==> config.mk <==
export PLATFORM = sky130hd
export DESIGN_NAME = move_collector
export DESIGN_NICKNAME = d
export VERILOG_FILES = /design/src/rtl/move_collector.sv
export SDC_FILE = /design/constraint.sdc
export NUM_CORES = 1
export LEC_CHECK = 0
export CAP_MARGIN = 20
export CORE_AREA = 2 2 500 502
export CTS_CLUSTER_SIZE = 40
export DETAILED_ROUTE_END_ITERATION = 16
export DIE_AREA = 0 0 502 504
export HOLD_SLACK_MARGIN = 0.12
export RECOVER_POWER = 25
export REMOVE_ABC_BUFFERS = 1
export SYNTH_ARGS = -nofsm -noshare
export SYNTH_HDL_FRONTEND = slang
export SYNTH_SLANG_ARGS = --single-unit
==> constraint.sdc <==
create_clock -name clk -period 7.9 [get_ports clk]
set_clock_uncertainty 0.1 [all_clocks]
set_input_delay 1.58 -clock clk [delete_from_list [all_inputs] [get_ports clk]]
set_output_delay 1.58 -clock clk [all_outputs]
set_load 0.1 [all_outputs]
==> src/rtl/move_collector.sv <==
// move_collector: drains the column move FIFOs round-robin, unpacks each
// word, drops invalid slots and streams moves over a valid/ready handshake.
//
// Ports:
//   clk, reset      clock, synchronous active-high reset
//   col_fifo_out    NCOL packed column words, valid the cycle after rden
//   col_fifo_empty  per-column FIFO empty flags
//   col_done        per-column producer done flags
//   col_rden        one-hot single-cycle FIFO read enable
//   move_out        current move (0 when not valid)
//   move_valid      move_out valid
//   move_ready      consumer accepts when valid && ready
//   done            every column done and drained; sticky until reset
//   move_count      accepted moves (statistics)
//   invalid_count   dropped invalid slots (statistics)
//
// Build option: define MOVE_COLLECTOR_STATS_EN to build the two statistics
// counters; when undefined both count ports are tied to 0.

module move_collector #(
  parameter int NCOL           = 8,
  parameter int MOVES_PER_WORD = 8,
  parameter int MOVE_W         = 19,
  parameter int CNT_W          = 12
) (
  input  logic                                    clk,
  input  logic                                    reset,
  input  logic [NCOL*MOVES_PER_WORD*MOVE_W-1:0]   col_fifo_out,
  input  logic [NCOL-1:0]                         col_fifo_empty,
  input  logic [NCOL-1:0]                         col_done,
  output logic [NCOL-1:0]                         col_rden,
  output logic [MOVE_W-1:0]                       move_out,
  output logic                                    move_valid,
  input  logic                                    move_ready,
  output logic                                    done,
  output logic [CNT_W-1:0]                        move_count,
  output logic [CNT_W-1:0]                        invalid_count
);

  localparam int WORD_W = MOVES_PER_WORD * MOVE_W;
  localparam int PTR_W  = (NCOL > 1) ? $clog2(NCOL) : 1;
  localparam int SLOT_W =
    (MOVES_PER_WORD > 1) ? $clog2(MOVES_PER_WORD) : 1;

  typedef enum logic [2:0] {
    S_SCAN,
    S_READ,
    S_LATCH,
    S_UNPACK,
    S_DONE
  } state_e;

  state_e                    state_q, state_d;
  logic [PTR_W-1:0]          rr_q, rr_d;
  logic [PTR_W-1:0]          sel_q, sel_d;
  logic [WORD_W-1:0]         buf_q, buf_d;
  logic [MOVES_PER_WORD-1:0] mask_q, mask_d;

  logic                      found;
  logic [PTR_W-1:0]          pick;
  logic [SLOT_W-1:0]         slot_idx;
  logic [MOVE_W-1:0]         cur_move;
  logic [WORD_W-1:0]         lat_word;
  logic [MOVES_PER_WORD-1:0] inv_vec;
  logic [PTR_W-1:0]          sel_nxt;
  logic                      accept;

  // First non-empty column at or after rr_q. Scanning the offsets from
  // high to low lets the last hit (smallest offset) win without a flag.
  always_comb begin
    found = ~&col_fifo_empty;
    pick  = rr_q;
    for (int k = NCOL - 1; k >= 0; k--) begin
      if (!col_fifo_empty[(int'(rr_q) + k) % NCOL]) begin
        pick = PTR_W'((int'(rr_q) + k) % NCOL);
      end
    end
  end

  // Lowest pending slot of the buffered word.
  always_comb begin
    slot_idx = '0;
    for (int i = MOVES_PER_WORD - 1; i >= 0; i--) begin
      if (mask_q[i]) begin
        slot_idx = SLOT_W'(i);
      end
    end
  end

  assign cur_move = buf_q[int'(slot_idx)*MOVE_W +: MOVE_W];
  assign lat_word = col_fifo_out[int'(sel_q)*WORD_W +: WORD_W];

  // Top bit of every slot is its invalid flag.
  always_comb begin
    inv_vec = '0;
    for (int i = 0; i < MOVES_PER_WORD; i++) begin
      inv_vec[i] = lat_word[i*MOVE_W + MOVE_W - 1];
    end
  end

  assign sel_nxt = (sel_q == PTR_W'(NCOL - 1)) ? '0 : sel_q + 1'b1;
  assign accept  = move_valid & move_ready;

  always_comb begin
    state_d    = state_q;
    rr_d       = rr_q;
    sel_d      = sel_q;
    buf_d      = buf_q;
    mask_d     = mask_q;
    col_rden   = '0;
    move_valid = 1'b0;
    move_out   = '0;
    done       = 1'b0;
    unique case (state_q)
      S_SCAN: begin
        if (found) begin
          sel_d   = pick;
          state_d = S_READ;
        end else if (&col_done) begin
          state_d = S_DONE;
        end
      end
      S_READ: begin
        col_rden[sel_q] = 1'b1;
        state_d         = S_LATCH;
      end
      S_LATCH: begin
        buf_d   = lat_word;
        mask_d  = ~inv_vec;
        state_d = S_UNPACK;
      end
      S_UNPACK: begin
        move_valid = |mask_q;
        move_out   = move_valid ? cur_move : '0;
        if (move_valid && move_ready) begin
          mask_d[slot_idx] = 1'b0;
        end
        // Leaves on the last accept, or at once for an all-invalid word.
        if (mask_d == '0) begin
          rr_d    = sel_nxt;
          state_d = S_SCAN;
        end
      end
      S_DONE: begin
        done = 1'b1;
      end
      default: begin
        state_d = S_SCAN;
      end
    endcase
  end

  always_ff @(posedge clk) begin
    if (reset) begin
      state_q <= S_SCAN;
      rr_q    <= '0;
      sel_q   <= '0;
      buf_q   <= '0;
      mask_q  <= '0;
    end else begin
      state_q <= state_d;
      rr_q    <= rr_d;
      sel_q   <= sel_d;
      buf_q   <= buf_d;
      mask_q  <= mask_d;
    end
  end

`ifdef MOVE_COLLECTOR_STATS_EN
  logic [CNT_W-1:0] mcnt_q, mcnt_d;
  logic [CNT_W-1:0] icnt_q, icnt_d;
  logic [CNT_W-1:0] inv_pop;

  always_comb begin
    inv_pop = '0;
    for (int i = 0; i < MOVES_PER_WORD; i++) begin
      inv_pop = inv_pop + CNT_W'(inv_vec[i]);
    end
  end

  always_comb begin
    mcnt_d = mcnt_q;
    icnt_d = icnt_q;
    if (accept) begin
      mcnt_d = mcnt_q + 1'b1;
    end
    if (state_q == S_LATCH) begin
      icnt_d = icnt_q + inv_pop;
    end
  end

  always_ff @(posedge clk) begin
    if (reset) begin
      mcnt_q <= '0;
      icnt_q <= '0;
    end else begin
      mcnt_q <= mcnt_d;
      icnt_q <= icnt_d;
    end
  end

  assign move_count    = mcnt_q;
  assign invalid_count = icnt_q;
`else
  logic unused_accept;
  assign unused_accept = accept;
  assign move_count    = '0;
  assign invalid_count = '0;
`endif

endmodule

==> results of run 1 <==
[power groups by stage]
stage / Combinational [W] / Sequential (W) / Clock, W
after floorplan: 0.00207 / 0.00130 / 0
after global placement: 0.00313 / 0.00116 / 0
after detailed placement: 0.00319 / 0.00116 / 0
after CTS: 0.00320 / 0.00115 / 0.00101
after global routing: 0.00336 / 0.00116 / 0.00103
final: 0.00316 / 0.00115 / 0.000962
[through the flow]
| step | total power (W) | instance area, µm² | setup slack [ns] | std cells |
|---|---|---|---|---|
| 2_1_floorplan | 0.00337 | 16000 | -11.70 | 1290 |
| 3_3_place_gp | 0.00429 | 33200 | 2.46 | 5918 |
| 3_5_place_dp | 0.00435 | 33300 | 2.27 | 5920 |
| 4_1_cts | 0.00535 | 33900 | 1.62 | 5952 |
| 5_1_grt | 0.00554 | 34000 | 0.722 | 6005 |
| 6_report | 0.00527 | 34200 | 1.35 | 6096 |
[worst paths after layout]
kind,end,cells after the start
max,buf_q[16]$_SDFFE_PP0P_,5
min reg2reg,buf_q[137]$_SDFFE_PP0P_,2
max reg2reg,buf_q[16]$_SDFFE_PP0P_,5
min,buf_q[137]$_SDFFE_PP0P_,2
[logic make-up (layout without fill, tap and decap cells)]
| logic type | after synthesis | in the layout | share of synthesized area (%) |
|---|---|---|---|
| flops | 169 | 169 | 20.1 |
| xor+xnor | 4 | 4 | 0.208 |
| simple gates | 286 | 286 | 7.45 |
| other cells | 1 | 168 | 0.0223 |
| compound gates | 281 | 281 | 12.4 |
| fa+ha+maj | 5 | 5 | 0.356 |
| mux | 508 | 508 | 53.9 |
| buf+inv | 210 | 1345 | 5.58 |
[layer usage]
metal / routed length, µm / share of wire, % / vias to the layer above / global-route usage, %
li1: - / - / 8511 / -
met1: 88900 / 36 / 10323 / 20.3
met4: 8470 / 3.4 / 366 / 5.43
met3: 46600 / 19 / 794 / 15.8
met2: 103000 / 41 / 1894 / 28.2
met5: 2400 / 0.96 / - / 0
[placed cells by master (no fill, tap or decap), drive strengths merged, types with 26 or more instances in the layout]
cell type,n
nor2,185
diode,144
buf,49
clkdlybuf4s50,1244
a211oi,147
o221ai,37
dfxtp,169
mux2,39
a21oi,26
mux4,314
mux2i,155
[critical path: stages, from the launching register on]
cell      delay (ns)
dfxtp_1         0.45
nand2b_1        0.37
nor2_4          0.17
clkbuf_1        2.29
clkbuf_1        2.42
a211oi_1        0.25
[flip-flops by register name, indices dropped and copies added (netlist names)]
register and cells:
buf_q 152, mask_q 8, rr_q 3, sel_q 3, state_q 3
[final cells by class]
type,count,area (µm²)
Timing Repair Buffer,1300,12900
Multi-Input combinational cell,1108,12700
Tap cell,3330,4170
Sequential cell,169,3390
Clock buffer,17,425
Antenna cell,144,360
Fill cell,27941,213000
Clock inverter,15,191
Inverter,13,48.8
==> results.py, run 1 <==
metrics = {
    "outcome": {
        "status": "finished with violations",
        "violations": "max-capacitance violations, max-slew violations",
    },
    "synth": {
        "netlist_instances": 1464,
        "synthTopCellsByArea": "mux4_2 (41%), dfxtp_1 (20%), mux2i_1 (9.2%), a211oi_1 (6.5%), nor2_1 (4.1%)",
        "ys_async_sr_fraction_pct": 0,
        "synthDistinctLibCells": 61,
        "netlist_area_mm2": 0.0168,
        "synth-seq-cells": 169,
        "synth_area_leader_cell": "mux4_2",
        "yosysWarnings": 0,
        "yosysSeqAreaShare_pct": 20.1,
        "syn_area_per_cell_um2": 11.5,
        "ys.flop_type": "dfxtp_1",
        "synth_most_common_cell": "mux4_2",
        "synth.top_cells.by_count": "mux4_2 (309), nor2_1 (185), dfxtp_1 (169)",
        "synth_top_area_share_pct": 41.3,
        "synth_edf_count": 0,
    },
    "routing": {
        "first_pass_iters": 7,
        "wire_per_inst_um": 40.9,
        "antenna_left": 0,
        "drtIter0Drc": 1931,
        "vias_per_cell": 3.59,
        "drc": 0,
        "vias": 21888,
        "wl_mm": 250,
    },
    "critical_path": {
        "worstPathMaxFanout": 73,
        "worstReg2RegStart": "state_q[1]$_SDFFE_PP0P_",
        "critPathArrivalTime_ns": 6.70,
        "rrSetupSlack_ns": 1.35,
        "crit_start": "state_q[1]$_SDFFE_PP0P_",
        "crit_type": "reg -> reg",
        "cp-start-kind": "flop",
        "worstSetupEndpointType": "flop",
        "required_ns": 8.06,
    },
    "floorplanning": {
        "fp.dieH_um": 504,
        "rows": 183,
        "start_util_pct": 6.81,
        "io_pins": 1288,
        "design.die.area_mm2": 0.253,
        "core_area_mm2": 0.248,
        "die_w_um": 502,
    },
    "pwr": {
        "power_density_mw_per_mm2": 154,
        "seq_power_share_pct": 21.8,
        "clkPwrFrac_pct": 18.3,
        "leakagePower_nw": 10.2,
        "ir_worst_vdd_mv": 0.195,
        "p_comb_share_pct": 59.9,
        "power_switching_w": 0.00226,
        "internal-power_w": 0.00301,
        "switching_share_pct": 42.9,
    },
    "grt": {
        "grt_pass1_wl_mm": 294,
        "first_global_vias": 20782,
        "grt-ovfl-total": 0,
        "grt_usage_pct": 19.1,
        "antenna_found_initial": 497,
        "grt_max_degree": 174,
    },
    "timing": {
        "hold_ws_ns": 0.401,
        "max_clock_freq_mhz": 153,
        "post-route-period-util_pct": 82.9,
        "tightestPinTransition_ns": 3.63,
        "finalCriticalPeriod_ns": 6.55,
        "final.setup.tns_ns": 0,
        "slew_viol_final": 186,
        "setup_viol": 0,
        "rsz0062_at_grt": "false",
        "hold_viol": 0,
        "relSlewSlack_pct": -142,
    },
    "clock_tree": {
        "cts_setup_buffers": 0,
        "cts_buffer_depth": 2,
        "clock_latency_ns": 0.57,
        "clkSinkCount": 169,
        "cts.htree.levels": 4,
        "clockRootBuffer": "clkbuf_16",
        "numCtsBuffers": 17,
        "hold_buffers": 0,
        "cts_tree": "done",
        "ctsResizeCount": 0,
        "path_clk_slew_ns": 0.11,
    },
    "cells_and_area": {
        "area_growth_pct": 103,
        "nets": 3848,
        "utilization_pct": 13.8,
        "post_route_cells_drive_above_1_share_pct": 16.7,
    },
    "place": {
        "hpwl_mm": 227,
        "gpl.final_weighted_congestion": 0.980,
        "port_buffers": 1263,
    },
    "hold_path": {
        "min_from": "buf_q[137]$_SDFFE_PP0P_",
        "min_path_type": "reg -> reg",
    },
    "flow_run": {
        "max_cap_violations": 3,
    },
}
Note: power is estimated with default switching activity, not from simulation.
==> run 2: changes to the inputs <==
Settings changed: CORE_AREA 2 2 500 502 to 2 2 505 507, DIE_AREA 0 0 502 504 to 0 0 507 509.
Clock period 7.9 ns to 6.8 ns, I/O delays scaled along.
==> run 2 against run 1 <==
Effect of this change: the flow still finishes with violations (max-capacitance violations, max-slew violations); die area is 2.0% higher; clock power is 21% higher; critical endpoint is now move_out[5]; via count is 2.4% higher; global-route usage hardly changed; final cell count is 0.56% higher; sequential power is 17% higher; register-to-register slack better by 0.04 ns; flip-flop and latch count stayed put; largest power group unchanged; clock-buffer cell count is 3 higher.
==> results.py, run 2 (synthesized netlist as in run 1, its figures left out) <==
metrics = {
    "outcome": {
        "status": "finished with violations",
        "violations": "max-capacitance violations, max-slew violations",
    },
    "critical_path": {
        "critPathArrivalTime_ns": 4.21,
        "worstSetupEndpointType": "primary output",
        "worstPathMaxFanout": 9,
        "crit_type": "reg -> out",
        "required_ns": 5.34,
        "cp-start-kind": "flop",
    },
    "timing": {
        "max_clock_freq_mhz": 176,
        "post-route-worst-setup-slack_ns": 1.13,
        "relSlewSlack_pct": -48.8,
        "hold_viol": 0,
        "rsz0062_at_grt": "false",
        "final.setup.tns_ns": 0,
        "setup_viol": 0,
        "finalCriticalPeriod_ns": 5.67,
        "slew_viol_final": 33,
        "tightestPinTransition_ns": 2.23,
        "post-route-period-util_pct": 83.4,
    },
    "floorplanning": {
        "rows": 185,
        "die_w_um": 507,
        "io_pins": 1288,
        "design.die.area_mm2": 0.258,
        "start_util_pct": 6.67,
        "fp.dieH_um": 509,
        "core_area_mm2": 0.253,
    },
    "clock_tree": {
        "numCtsBuffers": 17,
        "cts_tree": "done",
        "cts_setup_buffers": 0,
        "cts_buffer_depth": 2,
        "clkSinkCount": 169,
        "ctsResizeCount": 0,
        "clockRootBuffer": "clkbuf_16",
        "cts.htree.levels": 4,
        "hold_buffers": 0,
        "path_clk_slew_ns": 0.09,
        "clock_latency_ns": 0.54,
    },
    "pwr": {
        "power_density_mw_per_mm2": 181,
        "p_total_w": 0.00618,
        "leakagePower_nw": 10.2,
        "ir_worst_vdd_mv": 0.217,
    },
    "place": {
        "dp_slack_ns": 1.88,
        "hpwl_mm": 230,
        "port_buffers": 1263,
        "placed_area_mm2": 0.0333,
        "gpl.final_weighted_congestion": 0.989,
    },
    "grt": {
        "met2_usage_pct": 28.4,
        "antenna_found_initial": 492,
        "first_global_vias": 20634,
        "grt-ovfl-total": 0,
        "grt_busiest_layer": "met2",
        "grt_usage_pct": 19.1,
        "grt_max_degree": 113,
        "grtUsageMet3_pct": 14.8,
        "grt_pass1_wl_mm": 299,
        "grt_util_met1_pct": 20.4,
    },
    "routing": {
        "drc": 0,
        "vias_per_cell": 3.66,
        "drtIter0Drc": 2344,
        "wire_per_inst_um": 41.8,
        "vias": 22409,
        "antenna_left": 0,
        "wl_mm": 256,
        "first_pass_iters": 5,
    },
    "cells_and_area": {
        "nets": 3845,
        "fillers": 28421,
        "post_route_cells_drive_above_1_share_pct": 16.8,
        "layout_common_cells": "clkdlybuf4s50_1 (1,238), mux4_2 (309), nor2_1 (183)",
        "mostFrequentLayoutCell": "clkdlybuf4s50_1",
        "largest_register_ffs": 152,
        "utilization_pct": 13.5,
        "top_register": "buf_q",
        "final_area_mm2": 0.0342,
        "area_growth_pct": 103,
        "multi_input_area_mm2": 0.0127,
        "top_regs": "buf_q x152, mask_q x8",
        "seqCellArea_mm2": 0.00339,
    },
    "hold_path": {
        "min_path_type": "reg -> reg",
    },
    "flow_run": {
        "max_cap_violations": 1,
    },
}
run 2: cell types whose count changed in the layout (fill, tap and decap cells not counted), sizes merged, moves of 4 or more:
| cell | delta |
|---|---|
| buf | +5 |
| clkdlybuf4s50 | -6 |
| clkinv | -4 |
| inv | -4 |
run 2: area by class of cell:
cell class                 instances  share of cell area [%]
tap                             3366                    12.3
inverter                          13                   0.143
clock buffer                      20                    1.33
timing repair buffer            1297                    37.8
multi-input combinational       1108                    37.1
clock inverter                    11                   0.402
antenna                          146                    1.07
sequential                       169                    9.91
run 2: stage by stage:
| stage | instances | hold slack (ns) |
|---|---|---|
| after global placement | 5951 | 0.383 |
| after floorplan | 1290 | 0.368 |
| final | 6130 | 0.403 |
| after global routing | 6037 | 0.422 |
| after CTS | 5984 | 0.403 |
| after detailed placement | 5953 | 0.392 |
run 2: path summary, 6_finish.rpt:
kind                             endpoint  slack [ns]                   start  cells after the start
setup / recovery              move_out[5]        1.13  mask_q[7]$_SDFFE_PP0P_                      8
hold / removal     buf_q[67]$_SDFFE_PP0P_        0.40  buf_q[67]$_SDFFE_PP0P_                      2
setup reg to reg  buf_q[105]$_SDFFE_PP0P_        1.39   sel_q[1]$_SDFFE_PP0P_                      5
hold reg to reg    buf_q[67]$_SDFFE_PP0P_        0.40  buf_q[67]$_SDFFE_PP0P_                      2
run 2: worst max-delay path, cell delays in order, from the launching register on:
cell and delay (ns):
dfxtp_1 0.54, nor2b_1 0.23, o21bai_1 0.09, a21oi_1 0.45, o21a_4 0.30, o221ai_1 0.13
and3_1 0.18, nor3_1 0.42, clkdlybuf4s50_1 1.32
run 2: report_power, final:
part / total, W / switching, W / internal (W)
sequential: 0.00135 / 0.000208 / 0.00114
clock: 0.00116 / 0.000598 / 0.000567
combinational: 0.00366 / 0.00184 / 0.00183
run 2: routing by layer:
| metal | up-vias | part of all wire, % |
|---|---|---|
| met5 | - | 0.94 |
| met1 | 10651 | 36 |
| li1 | 8502 | - |
| met2 | 2092 | 42 |
| met3 | 800 | 17 |
| met4 | 364 | 3.7 |
==> run 3: changes to the inputs <==
Clock period 6.8 ns to 5.6 ns, I/O delays scaled along.
==> run 3 against run 2 <==
Effect of this change: the run still ends with max-capacitance violations, max-slew violations left; non-clock buffer count is 3 lower; critical path depth rose by 1; setup slack got worse by 0.57 ns; core utilization increased by 0.053 points; flip-flop and latch count unchanged; largest power group unchanged.
==> results.py, run 3 (synthesized netlist as in run 1, its figures left out) <==
metrics = {
    "routing": {
        "vias_per_cell": 3.63,
        "wl_mm": 253,
        "antenna_left": 0,
        "drtIter0Drc": 2150,
        "drc": 0,
        "wire_per_inst_um": 41.2,
        "first_pass_iters": 5,
        "vias": 22327,
    },
    "timing": {
        "max_clock_freq_mhz": 199,
        "post-route-period-util_pct": 89.9,
        "tightestPinTransition_ns": 2.23,
        "setup_viol": 0,
        "hold_viol": 0,
        "slew_viol_final": 131,
        "hold_ws_ns": 0.403,
        "final.setup.tns_ns": 0,
        "finalCriticalPeriod_ns": 5.04,
        "rsz0062_at_grt": "false",
        "relSlewSlack_pct": -48.8,
    },
    "outcome": {
        "violations": "max-capacitance violations, max-slew violations",
        "status": "finished with violations",
    },
    "place": {
        "port_buffers": 1263,
        "hpwl_mm": 229,
        "gpl.final_weighted_congestion": 1.01,
    },
    "floorplanning": {
        "core_area_mm2": 0.253,
        "design.die.area_mm2": 0.258,
        "fp.dieH_um": 509,
        "rows": 185,
        "io_pins": 1288,
        "start_util_pct": 6.67,
        "die_w_um": 507,
    },
    "clock_tree": {
        "numCtsBuffers": 17,
        "ctsResizeCount": 0,
        "hold_buffers": 0,
        "cts_buffer_depth": 2,
        "clockRootBuffer": "clkbuf_16",
        "clock_latency_ns": 0.54,
        "path_clk_slew_ns": 0.08,
        "clkSinkCount": 169,
        "cts.htree.levels": 4,
        "cts_setup_buffers": 0,
        "cts_tree": "done",
    },
    "hold_path": {
        "min_path_type": "reg -> reg",
    },
    "critical_path": {
        "worstPathMaxFanout": 36,
        "critPathArrivalTime_ns": 3.82,
        "crit_type": "reg -> out",
        "required_ns": 4.38,
        "cp-start-kind": "flop",
        "worstSetupEndpointType": "primary output",
    },
    "grt": {
        "grt_pass1_wl_mm": 297,
        "grt-ovfl-total": 0,
        "grt_max_degree": 120,
        "first_global_vias": 20969,
        "antenna_found_initial": 503,
        "grt_usage_pct": 18.9,
    },
    "cells_and_area": {
        "nets": 3842,
        "post_route_cells_drive_above_1_share_pct": 17.0,
        "mostFrequentLayoutCell": "clkdlybuf4s50_1",
        "largest_register_ffs": 152,
        "layout_common_cells": "clkdlybuf4s50_1 (1,237), mux4_2 (309), nor2_1 (183)",
        "top_regs": "buf_q x152, mask_q x8",
        "utilization_pct": 13.6,
        "top_register": "buf_q",
        "area_growth_pct": 104,
    },
    "pwr": {
        "switching_share_pct": 42.3,
        "power_density_mw_per_mm2": 220,
        "power_switching_w": 0.00319,
        "ir_worst_vdd_mv": 0.218,
        "seq_power_share_pct": 21.4,
        "p_comb_share_pct": 59.3,
        "internal-power_w": 0.00435,
        "leakagePower_nw": 10.2,
        "clkPwrFrac_pct": 19.4,
    },
    "flow_run": {
        "max_cap_violations": 2,
    },
}
## run 3: final timing paths
| check | start | end | slack, ns | depth (start not counted) |
|---|---|---|---|---|
| worst max-delay path | mask_q[7]$_SDFFE_PP0P_ | move_out[14] | 0.56 | 9 |
| worst min-delay path | buf_q[132]$_SDFFE_PP0P_ | buf_q[132]$_SDFFE_PP0P_ | 0.40 | 2 |
| worst max register to register | state_q[1]$_SDFFE_PP0P_ | buf_q[111]$_SDFFE_PP0P_ | 1.50 | 6 |
| worst min register to register | buf_q[132]$_SDFFE_PP0P_ | buf_q[132]$_SDFFE_PP0P_ | 0.40 | 2 |
## run 3: critical path, stage by stage (launching register included)
cell      delay [ns]
dfxtp_1         0.53
nor2b_1         0.23
o21bai_1        0.11
a21oi_1         0.48
o21a_4          0.36
buf_12          0.30
o221ai_1        0.18
and3_1          0.27
nor3_1          0.32
buf_4           0.37
## run 3: power by group through the flow
stage	sequential [W]	combinational [W]	clock, W
final	0.00161	0.00447	0.00146
after global routing	0.00163	0.00474	0.00153
after CTS	0.00162	0.00452	0.00151
after detailed placement	0.00164	0.00451	0
after global placement	0.00164	0.00444	0
after floorplan	0.00183	0.00292	0
## run 3: layout make-up
class / count / area, µm²
antenna: 169 / 423
clock buffer: 17 / 425
clock inverter: 15 / 221
fill: 28397 / 218000
inverter: 13 / 48.8
multi-input combinational: 1108 / 12700
sequential: 169 / 3390
tap: 3366 / 4210
timing repair buffer: 1294 / 12900
## run 3: metrics by stage
stage	instance area [µm²]	cells	setup WS (ns)	power (W)
6_report	34300	6151	0.565	0.00754
5_1_grt	34100	6047	0.492	0.00790
4_1_cts	33900	5981	0.626	0.00765
3_5_place_dp	33300	5949	1.28	0.00615
3_3_place_gp	33300	5948	1.48	0.00608
2_1_floorplan	16000	1290	-13.54	0.00476
## run 3: routing by layer
layer  routed length [µm]  global-route usage (%)  vias up
met5                 2230                       0        -
met4                 9740                    6.19      334
met3                44500                    14.4      834
met2               107000                    28.3     2068
met1                89900                    20.4    10553
li1                     -                       -     8538
